<file path="config.mk">
export PLATFORM = sky130hd
export DESIGN_NAME = macc_frame_ctrl
export DESIGN_NICKNAME = d
export VERILOG_FILES = /design/src/rtl/macc_pkg.sv /design/src/rtl/macc_tag_pipe.sv /design/src/rtl/macc_frame_ctrl.sv
export SDC_FILE = /design/constraint.sdc
export NUM_CORES = 1
export LEC_CHECK = 0
export ABC_AREA = 1
export ABC_CLOCK_PERIOD_IN_PS = 2400
export CAP_MARGIN = 20
export CORE_ASPECT_RATIO = 0.9
export CORE_MARGIN = 2
export CORE_UTILIZATION = 50
export DETAILED_ROUTE_END_ITERATION = 8
export DONT_BUFFER_PORTS = 1
export SLEW_MARGIN = 20
export SYNTH_ARGS = -nofsm -noshare
export SYNTH_HDL_FRONTEND = slang
export SYNTH_SLANG_ARGS = --single-unit
</file>
<file path="constraint.sdc">
create_clock -name clk -period 2.4 [get_ports clk]
set_input_delay 0.48 -clock clk [delete_from_list [all_inputs] [get_ports clk]]
set_output_delay 0.48 -clock clk [all_outputs]
set_load 0.05 [all_outputs]
</file>
<file path="src/rtl/macc_pkg.sv">
// Shared constants and state encoding for the x29 MACC frame sequencer.
package macc_pkg;

   localparam int MACC_PIPE_DEPTH = 2;
   localparam int MACC_COEF       = 29;

   typedef enum logic [1:0] {
      IDLE = 2'd0,
      RUN  = 2'd1,
      TAIL = 2'd2
   } state_t;

endpackage

</file>
<file path="src/rtl/macc_tag_pipe.sv">
// Last-sample tag shift register that tracks frame ends through the MACC pipe.
module macc_tag_pipe
   import macc_pkg::*;
(
   input  logic clk,
   input  logic rst,
   input  logic ce,
   input  logic last_in,
   input  logic sample_acc,
   output logic in_flight,
   output logic tag_exit,
   output logic flush_need
);

   logic [MACC_PIPE_DEPTH-1:0] tag_p0;

   always_ff @(posedge clk or posedge rst) begin
      if (rst) begin
         tag_p0 <= '0;
      end else if (ce) begin
         tag_p0 <= {tag_p0[MACC_PIPE_DEPTH-2:0], last_in};
      end
   end

   // The MACC sum is complete on the ce-edge that shifts the oldest tag out.
   assign in_flight  = |tag_p0;
   assign tag_exit   = ce & tag_p0[MACC_PIPE_DEPTH-1];
   assign flush_need = in_flight & ~sample_acc;

endmodule

</file>
<file path="src/rtl/macc_frame_ctrl.sv">
// Frame sequencer: feeds samples to an external x29 MACC and returns one sum per frame.
module macc_frame_ctrl
   import macc_pkg::*;
#(
   parameter int SIZEIN  = 16,
   parameter int SIZEOUT = 40,
   parameter int LEN_W   = 8
) (
   input  logic                      clk,
   input  logic                      rst,
   input  logic [LEN_W-1:0]          cfg_len,
   input  logic                      in_valid,
   output logic                      in_ready,
   input  logic signed [SIZEIN-1:0]  in_data,
   output logic                      res_valid,
   input  logic                      res_ready,
   output logic signed [SIZEOUT-1:0] res_data,
   output logic                      busy,
   output logic                      macc_ce,
   output logic                      macc_sload,
   output logic signed [SIZEIN-1:0]  macc_a,
   input  logic signed [SIZEOUT-1:0] macc_accum
);

   function automatic logic [LEN_W-1:0] eff_len(input logic [LEN_W-1:0] l);
      return (l == '0) ? LEN_W'(1) : l;
   endfunction

   state_t            state_q, state_d;
   logic [LEN_W-1:0]  cnt_q, cnt_d;
   logic [LEN_W-1:0]  len_q, len_d;
   logic              first_d;
   logic              rdy_en_q;
   logic              pend_q;
   logic              res_valid_q;
   logic signed [SIZEOUT-1:0] res_data_q;

   logic stall, accept, ce, capture, last_acc, is_first;
   logic in_flight, tag_exit, flush_need;

   // A finished sum must not be overwritten while the result port is blocked.
   assign stall    = res_valid_q & ~res_ready & (in_flight | pend_q);
   assign in_ready = rdy_en_q & ~stall;
   assign accept   = in_valid & in_ready;
   assign ce       = accept | (flush_need & ~stall);
   assign capture  = pend_q & (~res_valid_q | res_ready);
   assign is_first = (state_q != RUN);

   macc_tag_pipe u_tag_pipe (
      .clk        (clk),
      .rst        (rst),
      .ce         (ce),
      .last_in    (last_acc),
      .sample_acc (accept),
      .in_flight  (in_flight),
      .tag_exit   (tag_exit),
      .flush_need (flush_need)
   );

   always_ff @(posedge clk or posedge rst) begin
      if (rst) begin
         state_q <= IDLE;
         cnt_q   <= '0;
         len_q   <= '0;
      end else begin
         state_q <= state_d;
         cnt_q   <= cnt_d;
         len_q   <= len_d;
      end
   end

   always_comb begin
      state_d  = state_q;
      cnt_d    = cnt_q;
      len_d    = len_q;
      last_acc = 1'b0;
      case (state_q)
         IDLE, TAIL: begin
            if (accept) begin
               len_d = eff_len(cfg_len);
               cnt_d = LEN_W'(1);
               if (eff_len(cfg_len) == LEN_W'(1)) begin
                  last_acc = 1'b1;
                  state_d  = TAIL;
               end else begin
                  state_d  = RUN;
               end
            end else if (state_q == TAIL && !in_flight) begin
               state_d = IDLE;
            end
         end
         RUN: begin
            if (accept) begin
               if (cnt_q == len_q - LEN_W'(1)) begin
                  last_acc = 1'b1;
                  cnt_d    = '0;
                  state_d  = TAIL;
               end else begin
                  cnt_d = cnt_q + LEN_W'(1);
               end
            end
         end
         default: state_d = IDLE;
      endcase
   end

   // sload follows the first sample by one ce-cycle to clear the accumulator.
   always_ff @(posedge clk or posedge rst) begin
      if (rst) begin
         first_d     <= 1'b0;
         rdy_en_q    <= 1'b0;
         pend_q      <= 1'b0;
         res_valid_q <= 1'b0;
         res_data_q  <= '0;
      end else begin
         rdy_en_q <= 1'b1;
         if (ce) begin
            first_d <= accept & is_first;
         end
         pend_q <= tag_exit | (pend_q & ~capture);
         if (capture) begin
            res_valid_q <= 1'b1;
            res_data_q  <= macc_accum;
         end else if (res_ready) begin
            res_valid_q <= 1'b0;
         end
      end
   end

   assign res_valid  = res_valid_q;
   assign res_data   = res_data_q;
   assign busy       = (state_q != IDLE) | in_flight | pend_q;
   assign macc_ce    = ce;
   assign macc_sload = first_d;
   assign macc_a     = accept ? in_data : '0;

endmodule

</file>
## After elaboration in Yosys (flattened, before gate mapping)

Cells that the tools add are included.

- $add $sub $neg: 2
- Reduce and logical (&&, ||, !) cells: 12
- Bitwise logic cells: 21
- Eq/ne operators: 9
- Multiplexer cells: 19

Operators with widths:

| cell | number |
|---|---|
| 8-bit 2-to-1 mux | 4 |
| 16-bit 2-to-1 mux | 1 |
| 8-bit one-hot mux with 2 select lines | 1 |
| 1-bit bitwise AND | 10 |
| 2-bit 2-to-1 mux | 5 |
| 8-bit by 1-bit adder with 8-bit output (second input constant) | 1 |
| 8-bit by 1-bit equality test with 1-bit output (second input constant) | 1 |
| 8-bit equality test | 1 |
| 8-bit logical NOT | 1 |
| 8-bit by 1-bit subtractor with 8-bit output (second input constant) | 1 |
| 1-bit 2-to-1 mux | 6 |
| 2-bit inequality test (second input constant) | 3 |
| 1-bit bitwise OR | 6 |
| 3-bit AND reduction | 2 |
| 2-bit nonzero test | 3 |
| 1-bit NOT | 5 |
| 2-bit one-hot mux with 2 select lines | 1 |
| 2-bit OR reduction | 2 |
| 3-bit inequality test (second input constant) | 1 |
| 2-bit by 1-bit equality test with 1-bit output (second input constant) | 1 |
| 2-bit equality test (second input constant) | 1 |
| 2-bit logical NOT | 1 |
| 2-bit by 1-bit inequality test with 1-bit output (second input constant) | 1 |
| 1-bit one-hot mux with 2 select lines | 1 |
| 3 further kinds | 3 |

- Input bits: 68
- Register bits: 64
- Logic and storage cells: 72

## Logic depth before layout (Yosys ltp)

Gate-level depths: netlist of run 1.

- Depth after elaboration: 12
- Depth in mapped cells: 13
- Depth with buffers taken out: 13

## Cells and area by module

Synthesis of run 1 repeated with hierarchy kept, for this count alone.

- Cell total of the unflattened synthesis: 329
- Area, all modules: 3129.3 um^2

By module, submodules not included:

| module | instances | cells each | area an instance (um^2) | seq. area each (um^2) |
|---|---|---|---|---|
| macc_frame_ctrl | 1 | 314 | 3030.4 | 1551.5 |
| macc_tag_pipe | 1 | 15 | 98.8 | 50.0 |

## Worst setup path before layout of run 1

No wires, ideal clock.

- Kind: reg-to-output
- From: reg res_valid_q (netlist: res_valid)
- To: out macc_a[0]
- Data required time: 1920 ps
- Arrival: 1938 ps
- Setup slack: -18 ps
- Cell stages (with the launch flop): 8
- Cells stage by stage: dfrtp_1 > inv_1 > nor2_1 > nand2_2 > and2_4 > nand2_2 > buf_6 > nor2_1

- Cells in the longest elaborated chain, start to end: 6

Ends and longest elaborated chain:

| item | RTL line | source |
|---|---|---|
| from (decl) | macc_frame_ctrl.sv:35 | `logic res_valid_q;` |
| from (signal assigned) | macc_frame_ctrl.sv:113 | `res_valid_q <= 1'b0;` |
| from (signal assigned) | macc_frame_ctrl.sv:122 | `res_valid_q <= 1'b1;` |
| from (signal assigned) | macc_frame_ctrl.sv:125 | `res_valid_q <= 1'b0;` |
| 1-bit bitwise AND (2 in a row) | macc_frame_ctrl.sv:42 | `assign stall = res_valid_q & ~res_ready & (in_flight \| pend_q);` |
| 1-bit NOT | macc_frame_ctrl.sv:43 | `assign in_ready = rdy_en_q & ~stall;` |
| 1-bit bitwise AND | macc_frame_ctrl.sv:43 |  |
| net in_ready | macc_frame_ctrl.sv:13 | `output logic in_ready,` |
| 1-bit bitwise AND | macc_frame_ctrl.sv:44 | `assign accept = in_valid & in_ready;` |
| 16-bit 2-to-1 mux | macc_frame_ctrl.sv:135 | `assign macc_a = accept ? in_data : '0;` |
| to (decl) | macc_frame_ctrl.sv:21 | `output logic signed [SIZEIN-1:0] macc_a,` |

The timed path passes the listed nets, and every way through them passes these cells.

## Worst setup path after layout of run 1

- From: reg u_tag_pipe.tag_p0[0]
- To: out macc_a[3]

- Cells in the longest elaborated chain, start to end: 7

Ends and longest elaborated chain:

| item | RTL line | source |
|---|---|---|
| from (decl) | macc_tag_pipe.sv:15 | `logic [MACC_PIPE_DEPTH-1:0] tag_p0;` |
| from (signal assigned) | macc_tag_pipe.sv:21 | `tag_p0 <= {tag_p0[MACC_PIPE_DEPTH-2:0], last_in};` |
| 2-bit OR reduction | macc_tag_pipe.sv:26 | `assign in_flight = \|tag_p0;` |
| 1-bit bitwise OR | macc_frame_ctrl.sv:42 |  |
| 1-bit bitwise AND | macc_frame_ctrl.sv:42 |  |
| 1-bit NOT | macc_frame_ctrl.sv:43 |  |
| 1-bit bitwise AND | macc_frame_ctrl.sv:43 |  |
| 1-bit bitwise AND | macc_frame_ctrl.sv:44 |  |
| 16-bit 2-to-1 mux | macc_frame_ctrl.sv:135 |  |

Every way passes these cells.

==> flow_results.org, run 1 <==
** STA
- Max-Slew Margin vs Limit :: between 50% and 60%
- Final count of hold timing violations :: 0
- Total Negative Setup Slacks :: 0 ps
- Of the available clock period, the critical path in the final layout requires between 90% and 100%.
- Setup repair after global routing left no endpoint under its margin.
- Clock period minus final worst setup slack :: roughly 2200 ps
- In the post-route analysis, the smallest setup slack over all paths is between 150 and 200 ps.
- At the pin with the least slew margin, the transition time is between 600 and 700 ps.
- Setup violators final :: 0
- Maximum operating frequency :: ~0.45 GHz
- Clock Skew :: 11.6 ps
- The max-slew violation total from the final report came to 0.

** Critical path
- Combined buffer and inverter count along the critical path :: 2
- Critical Path Start Type :: flop
- STA classifies the critical path endpoint as an output pin.
- By startpoint and endpoint, the worst setup path is classified as flop to output pin.
- Kind of cell adding the most delay to the critical path :: simple AND/OR/NAND/NOR gates
- Walking the worst path, the cells encountered are nor2_2 -> nand2_1 -> nand2_2 -> and2_4 -> nand2_4 -> buf_12 -> nor2_1 -> buf_4.
- STA puts the critical path data required time at between 1500 and 2000 ps.
- Master of the slowest instance on the critical path :: sky130_fd_sc_hd__dfrtp_1
- Critical path data arrival time :: approximately 1800 ps
- Of all nets on the critical path, the largest fanout is 15.
- In this design, the stage delay of the slowest critical-path cell is around 400 ps.

** Synth
- The Yosys step of the flow raised 0 warnings.
- In this run, synthesis inferred 0 flip-flops with an integrated enable.
- Among all flip-flop cells after synthesis, the most frequent one is sky130_fd_sc_hd__dfrtp_1.
- Sequential cells were found to cover 50.5% of the synthesized design area.
- Synthesis produced 312 cells.
- The synthesized design devotes to its leading area cell type 50.5% of total area.
- Average cell area after synthesis :: 10.2 um^2
- Among all cell types in the netlist, the one instantiated most often is sky130_fd_sc_hd__dfrtp_1.
- Most area-hungry cell type in the Yosys netlist :: sky130_fd_sc_hd__dfrtp_1
- Counting every net in the synthesized netlist gives approximately 380.
- After synthesis, the share of flip-flops with an asynchronous set or reset is between 90% and 100%.
- Cells taking the most area after synthesis :: sky130_fd_sc_hd__dfrtp_1 (50%), sky130_fd_sc_hd__mux2_2 (14%), sky130_fd_sc_hd__nand2_1 (6.9%)
- The synthesized design contains 64 register bits.
- Top cells by instance count after synthesis :: sky130_fd_sc_hd__dfrtp_1 (64), sky130_fd_sc_hd__nand2_1 (58), sky130_fd_sc_hd__mux2_2 (40)
- Counting distinct cell types in the post-synthesis netlist gives 32.
- Cell area after technology mapping :: approximately 0.0032 mm^2

** Power and ir drop
- PwrDens :: between 1000 and 1500 mW/mm^2
- VDD sags by at most 0.000959 V.
- Static power due to leakage :: roughly 1.8 nW

** Drt
- In the final routed layout, each cell accounts on average for 14.4 um.
- Mean number of vias per cell :: around 5.0
- Total iterations of the first detailed-routing run :: 6
- Once detail routing completed, the nets flagged for antenna violations numbered 0.
- DR iter-0 viols :: 86
- Routed WL :: 6190 um
- Total number of vias :: 2171
- In the routed design, unresolved DRC markers number 0.

** Global route
- Tot GR Track Use :: between 10% and 20%
- First-pass GRT wire length :: between 10000 and 15000 um
- Global route overflow :: 0
- Number of antenna violations at the first check in global routing :: 0
- Largest net degree at the start of global routing :: between 50 and 60
- Vias in the first global route :: approximately 2300

** Flow run
- Number of maximum-capacitance violations :: 0

** Clock network
- After clock tree synthesis, the clock-pin slew on the worst setup and hold paths is approximately 80 ps.
- Skew-Pair Late Insertion Delay :: roughly 330 ps
- CTS sink count :: 64
- Clock tree synthesis selected as its root buffer the cell sky130_fd_sc_hd__clkbuf_8.
- Number of CTS-inserted buffers :: 9
- Deepest clock path buffer count :: 2
- CTS tree :: yes
- In this run the number of H-tree levels came out at 3.

** Placement
- The count of buffers added on input and output ports is 0.
- Last weighted congestion value of the routability-driven placer :: roughly 0.80
- Summed over all nets, the half-perimeter wirelength after detailed placement is roughly 4600 um.
- Pre-CTS worst setup slack :: approximately 320 ps

** Layout
- Compared with the post-synthesis result, the final layout area differs by 19.7%.
- The net count of the finished layout is 408.
- In the final layout, the share of cells above drive strength 1 is between 30% and 40%.
- Inserted Diodes :: 0
- Post-layout utilization of the core :: slightly above 60%

** Die
- I/O pin total :: roughly 130
- Core box area :: roughly 0.006 mm^2
- X dimension of the die :: about 88 um
- Die extent in y :: a little under 80 um
- Floorplan die area :: roughly 0.0070 mm^2
- After floorplanning, the core was divided into 27 placement rows.
- Starting density of the core :: between 50% and 60%

** Outcome
- The flow ran to the end, and the final reports show no timing, DRC or antenna violations.

** Hold path
- The tightest min-delay check is of the primary input to flop type.
[final timing paths]
kind | start | endpoint | slack (ps) | cells after the start
max in group asynchronous | rst | cnt_q[5] | 1340 | 3
min reg2reg | len_q[7] | len_q[7] | 530 | 2
min | cfg_len[6] | len_q[6] | 260 | 2
max reg2reg | u_tag_pipe.tag_p0[0] | macc_sload | 560 | 9
max | u_tag_pipe.tag_p0[0] | macc_a[3] | 170 | 8
min in group asynchronous | rst | res_data[6] | 520 | 2
[metrics by stage]
step,instance area [um^2],hold WS (ps),cells,total power [mW]
floorplan,3170,469,312,4.01
global placement,3520,298,412,4.27
detailed placement,3520,300,412,4.31
CTS,3790,246,429,5.48
global route,3800,250,430,5.71
finish,3800,258,430,5.43
[final cells by class]
class,instances,area (um^2)
Fill cell,509,2320
Sequential cell,64,1600
Multi-Input combinational cell,200,1360
Timing Repair Buffer,23,329
Inverter,40,150
Clock buffer,10,138
Clock inverter,6,115
Tap cell,87,109
[placed cells by master, fill, tap and decap left out, types with 3 or more instances in the layout]
cell	synthesis	final
sky130_fd_sc_hd__nand2_4	2	3
sky130_fd_sc_hd__bufinv_16	0	3
sky130_fd_sc_hd__xor2_1	5	5
sky130_fd_sc_hd__nand4_1	5	5
sky130_fd_sc_hd__nand3_1	12	12
sky130_fd_sc_hd__nor2_1	21	21
sky130_fd_sc_hd__inv_1	36	35
sky130_fd_sc_hd__buf_12	1	12
sky130_fd_sc_hd__buf_4	1	9
sky130_fd_sc_hd__nor2_4	11	11
sky130_fd_sc_hd__a21oi_1	8	8
sky130_fd_sc_hd__xnor2_1	3	3
sky130_fd_sc_hd__nor2_2	3	3
sky130_fd_sc_hd__dfrtp_1	64	64
sky130_fd_sc_hd__mux2_2	40	40
sky130_fd_sc_hd__or2_2	3	3
sky130_fd_sc_hd__nand2_1	58	58
sky130_fd_sc_hd__o21ai_0	10	10
sky130_fd_sc_hd__clkbuf_8	0	10
sky130_fd_sc_hd__nand2_2	4	3
sky130_fd_sc_hd__inv_2	4	5
[registers in the layout (all words and copies together), names as in the netlist]
signal and count:
res_valid 1, u_tag_pipe.tag_p0 2, res_data 40, rdy_en_q 1, macc_sload 1, len_q 8
cnt_q 8, state_q 2, pend_q 1
[logic make-up (layout without fill, tap and decap cells)]
family	after synthesis	after routing	share of synthesized area [%]
AOI/OAI and AO/OA	22	22	3.75
xor gates and xnor gates	8	8	2.21
adders and majority gates	2	2	0.789
buffers and inverters	48	79	6.94
DFF	64	64	50.5
muxes	40	40	14.2
other	1	1	0.118
and+or+nand+nor	127	127	21.5
[timing repair]
action / in CTS / in global routing
buffers inserted: 0 / 1
endpoints found under the setup margin: 6 / 13
pin swaps: 0 / 1
gates resized for setup: 1 / 1
hold buffers: 1 / 0
hold endpoints to repair: 9 / 0
[power by group]
group          switching (mW)  internal, mW
logic                   0.596         0.574
clock network           0.426         0.724
registers                1.60          1.51
total                    2.62          2.81
[layer usage]
metal | GRT usage, % | wire [um]
met1 | 24.4 | 2560
met2 | 30.2 | 3000
met3 | 8.07 | 595
met4 | 6.46 | 41
met5 | 0 | 0
Note: power is estimated with default switching activity, not from simulation.
==> inputs of run 2 (changes only) <==
--- a/config.mk
+++ b/config.mk
@@ -10,9 +10,10 @@
 export CAP_MARGIN = 20
 export CORE_ASPECT_RATIO = 0.9
 export CORE_MARGIN = 2
-export CORE_UTILIZATION = 50
+export CORE_UTILIZATION = 35
 export DETAILED_ROUTE_END_ITERATION = 8
 export DONT_BUFFER_PORTS = 1
+export SKIP_CTS_REPAIR_TIMING = 1
 export SLEW_MARGIN = 20
 export SYNTH_ARGS = -nofsm -noshare
 export SYNTH_HDL_FRONTEND = slang
==> flow_results.org, run 2 (synthesis gave the netlist of run 1 again) <==
** Power and ir drop
- Proportion of total power due to net switching :: 50.8% (+2.5 points)
- Net Switching :: 2.60 mW (-0.69%)
- Max rail drop VDD :: 0.000681 V (-29%)
- The power per cell area is 1360 mW/mm^2 (-4.6%).
- The sequential fraction of design power is 60.6% (+3.3 points).
- The internal power is 2.52 mW (-10%).
- Static power due to leakage :: 1.78 nW (-1.7%)
- Final Power :: 5.12 mW (-5.7%)
- The share of total power in combinational logic came to 23.4% (+1.8 points).
- The relative contribution of the clock network to total power is 16.0% (-5.2 points).

** Global route
- Number of antenna violations at the first check in global routing :: 0 (unchanged)
- The residual overflow from global routing came to 0 (unchanged).
- Largest net degree at the start of global routing :: 41 (-27%)
- Vias in the first global route :: 2177 (-5.1%)
- The overall fraction of global-route tracks in use came to 13.6% (-5.7 points).
- First-pass GRT wire length :: 10500 um (+0.40%)

** Flow run
- Number of maximum-capacitance violations :: 0 (unchanged)

** Clock network
- CTS sink count :: 64 (unchanged)
- CTS Root Buffer Type :: sky130_fd_sc_hd__clkbuf_8
- Clock H-tree levels :: 3 (unchanged)
- The maximum buffer depth of the clock tree came to 2 (unchanged).
- Skew-Pair Late Insertion Delay :: 340 ps (about the same)
- Number of CTS-inserted buffers :: 9 (unchanged)
- Clock edge transition at the registers on the reported setup and hold paths :: 80 ps (about the same)
- TritonCTS built the clock tree.

** Critical path
- Critical Path Fanout Max :: 11 (-4)
- Classification of the worst setup path :: flop to output pin
- Master of the slowest instance on the critical path :: sky130_fd_sc_hd__dfrtp_1
- The number of buffers and inverters on the critical path was 2 (unchanged).
- Ordered cell list for the critical path :: nor2_2 -> nand2_1 -> nand2_2 -> and2_4 -> nand2_4 -> buf_12 -> nor2_4 -> buf_12
- The most numerous cell type found on the critical path is sky130_fd_sc_hd__buf_12.
- Among cell families on the critical path, the largest total delay comes from simple AND/OR/NAND/NOR gates.
- Critical Path Start Type :: flop
- The worst setup path is captured at an output pin.
- The data arrival time at the worst-slack endpoint came to 1720 ps (-30 ps).
- The data required time at the worst endpoint is 1920 ps (about the same).
- Worst path max stage delay :: 400 ps (about the same)

** Die
- The initial core utilization is 36.5% (-15 points).
- X dimension of the die :: 104 um (+19%)
- The die outline area was 0.00984 mm^2 (+41%).
- Core box area :: 0.00869 mm^2 (+42%)
- The placement row count came to 32 (+19%).
- The boundary pin count is 129 (unchanged).
- Die extent in y :: 94.3 um (+19%)

** Drt
- DRC errors left :: 0 (unchanged)
- Routed WL :: 6560 um (+5.9%)
- Total iterations of the first detailed-routing run :: 4 (-2)
- Total number of vias :: 2206 (+1.6%)
- Average wire per cell in the routed design :: 14.2 um (-1.7%)
- Mean number of vias per cell :: 4.76 (-5.6%)
- The violation count after the first detailed-routing iteration came to 90 (+4.7%).
- Antenna viol nets, final :: 0 (unchanged)

** STA
- The minimum clock period is 2200 ps (-25.8 ps).
- The worst-case headroom to the max-slew limit came to 54.3% (-3.8 points).
- Share of the clock period used by the worst path :: 91.7% (-1.1 points)
- Setup repair after global routing left no endpoint under its margin.
- The final hold slack was 40.6 ps (-218 ps).
- Slew at the pin with the worst max-slew slack :: 683 ps (+56.3 ps)
- The final hold violation count came to 0 (unchanged).
- Number of max-slew violations in the final report :: 0 (unchanged)
- The worst clock skew came to 13.0 ps (+1.37 ps).
- The achievable frequency was 0.455 GHz (+1.2%).
- The final count of negative-setup-slack endpoints was 0 (unchanged).

** Layout
- Number of fillers in the final layout :: 852 (+67%)
- Leaving out fill and tap cells, the most frequent cell in the layout is sky130_fd_sc_hd__dfrtp_1.
- Flip-flop count of the largest register, all copies and words added :: 40 (unchanged)
- Highest-count cells in the layout ignoring fill and taps :: sky130_fd_sc_hd__dfrtp_1 (64), sky130_fd_sc_hd__nand2_1 (57), sky130_fd_sc_hd__mux2_2 (40), sky130_fd_sc_hd__inv_1 (35), sky130_fd_sc_hd__nor2_1 (21)
- The number of inserted diodes was 0 (unchanged).
- The layout cell share with drive strength beyond 1 came to 33.1% (+0.49 points).
- Synth-to-layout area growth :: 18.4%
- The post-layout net count came to 410 (+0.49%).
- Post-layout utilization of the core :: 43.2% (-19 points)

** Placement
- Input/output buffers :: 0 (unchanged)
- The routability congestion estimate came to 0.825 (+3.5%).
- Half-perimeter wire length of the detailed placement result :: 5070 um (+9.7%)

** Outcome
- The run finished with clean final reports.

** Hold path
- In this run the worst hold path is classified as primary input to async pin.
-- run 2: changes by cell type in the layout (fill, tap and decap cells not counted), sizes merged --
cell and delta:
buf +3, bufinv -3, clkbuf +2, clkinv +1, dlygate4sd3 -1, inv -1
-- run 2: cell type report --
type | instances | area (um^2) | area share [%]
Sequential cell | 64 | 1600 | 42.6
Multi-Input combinational cell | 200 | 1360 | 36.1
Timing Repair Buffer | 25 | 325 | 8.66
Clock buffer | 12 | 155 | 4.13
Inverter | 40 | 150 | 4.00
Tap cell | 119 | 149 | 3.96
Clock inverter | 3 | 17.5 | 0.466
-- run 2: power groups by stage --
stage | Sequential [mW] | Clock (mW) | Combinational, mW
3_3_place_gp | 3.12 | 0 | 1.17
5_1_grt | 3.17 | 0.908 | 1.34
3_5_place_dp | 3.12 | 0 | 1.21
6_report | 3.10 | 0.822 | 1.20
4_1_cts | 3.11 | 0.848 | 1.21
2_1_floorplan | 3.02 | 0 | 0.983
-- run 2: final timing paths --
| kind | startpoint | endpoint | slack [ps] | cells after the start |
|---|---|---|---|---|
| worst max-delay path | u_tag_pipe.tag_p0[0] | macc_a[11] | 200 | 8 |
| worst min register to register | len_q[7] | len_q[7] | 520 | 2 |
| worst min-delay path | rst | cnt_q[1] | 40 | 1 |
| min in group clk | cfg_len[6] | len_q[6] | 260 | 2 |
| worst max register to register | len_q[0] | u_tag_pipe.tag_p0[0] | 640 | 12 |
| max in group asynchronous | rst | res_data[32] | 1650 | 2 |
-- run 2: worst register-to-register path: stages, from the launching register on --
cell and delay [ps]:
sky130_fd_sc_hd__dfrtp_1 420, sky130_fd_sc_hd__inv_2 120, sky130_fd_sc_hd__ha_1 210, sky130_fd_sc_hd__nand2_1 120, sky130_fd_sc_hd__nand2_1 80, sky130_fd_sc_hd__nand2_1 40
sky130_fd_sc_hd__nand2_1 80, sky130_fd_sc_hd__nand3_1 80, sky130_fd_sc_hd__nor2_1 140, sky130_fd_sc_hd__nand2_2 110, sky130_fd_sc_hd__nand2_4 130, sky130_fd_sc_hd__nand3_2 90
sky130_fd_sc_hd__nand2_1 70
-- run 2: metrics by stage --
stage / cells / setup WS [ps] / area, um^2 / TNS [ps]
final: 463 / 200 / 3760 / 0
after global routing: 463 / 56.5 / 3760 / 0
after CTS: 461 / 42.8 / 3740 / 0
after detailed placement: 446 / 374 / 3560 / 0
after global placement: 446 / 422 / 3560 / 0
after floorplan: 312 / -17.7 / 3170 / -106
-- run 2: routing by layer --
metal,vias up,global-route usage (%),wire length [um]
met5,-,0,0
met1,1031,16.5,2780
met3,10,5.20,650
met2,107,21.1,3010
met4,0,7.32,123
li1,1058,-,-
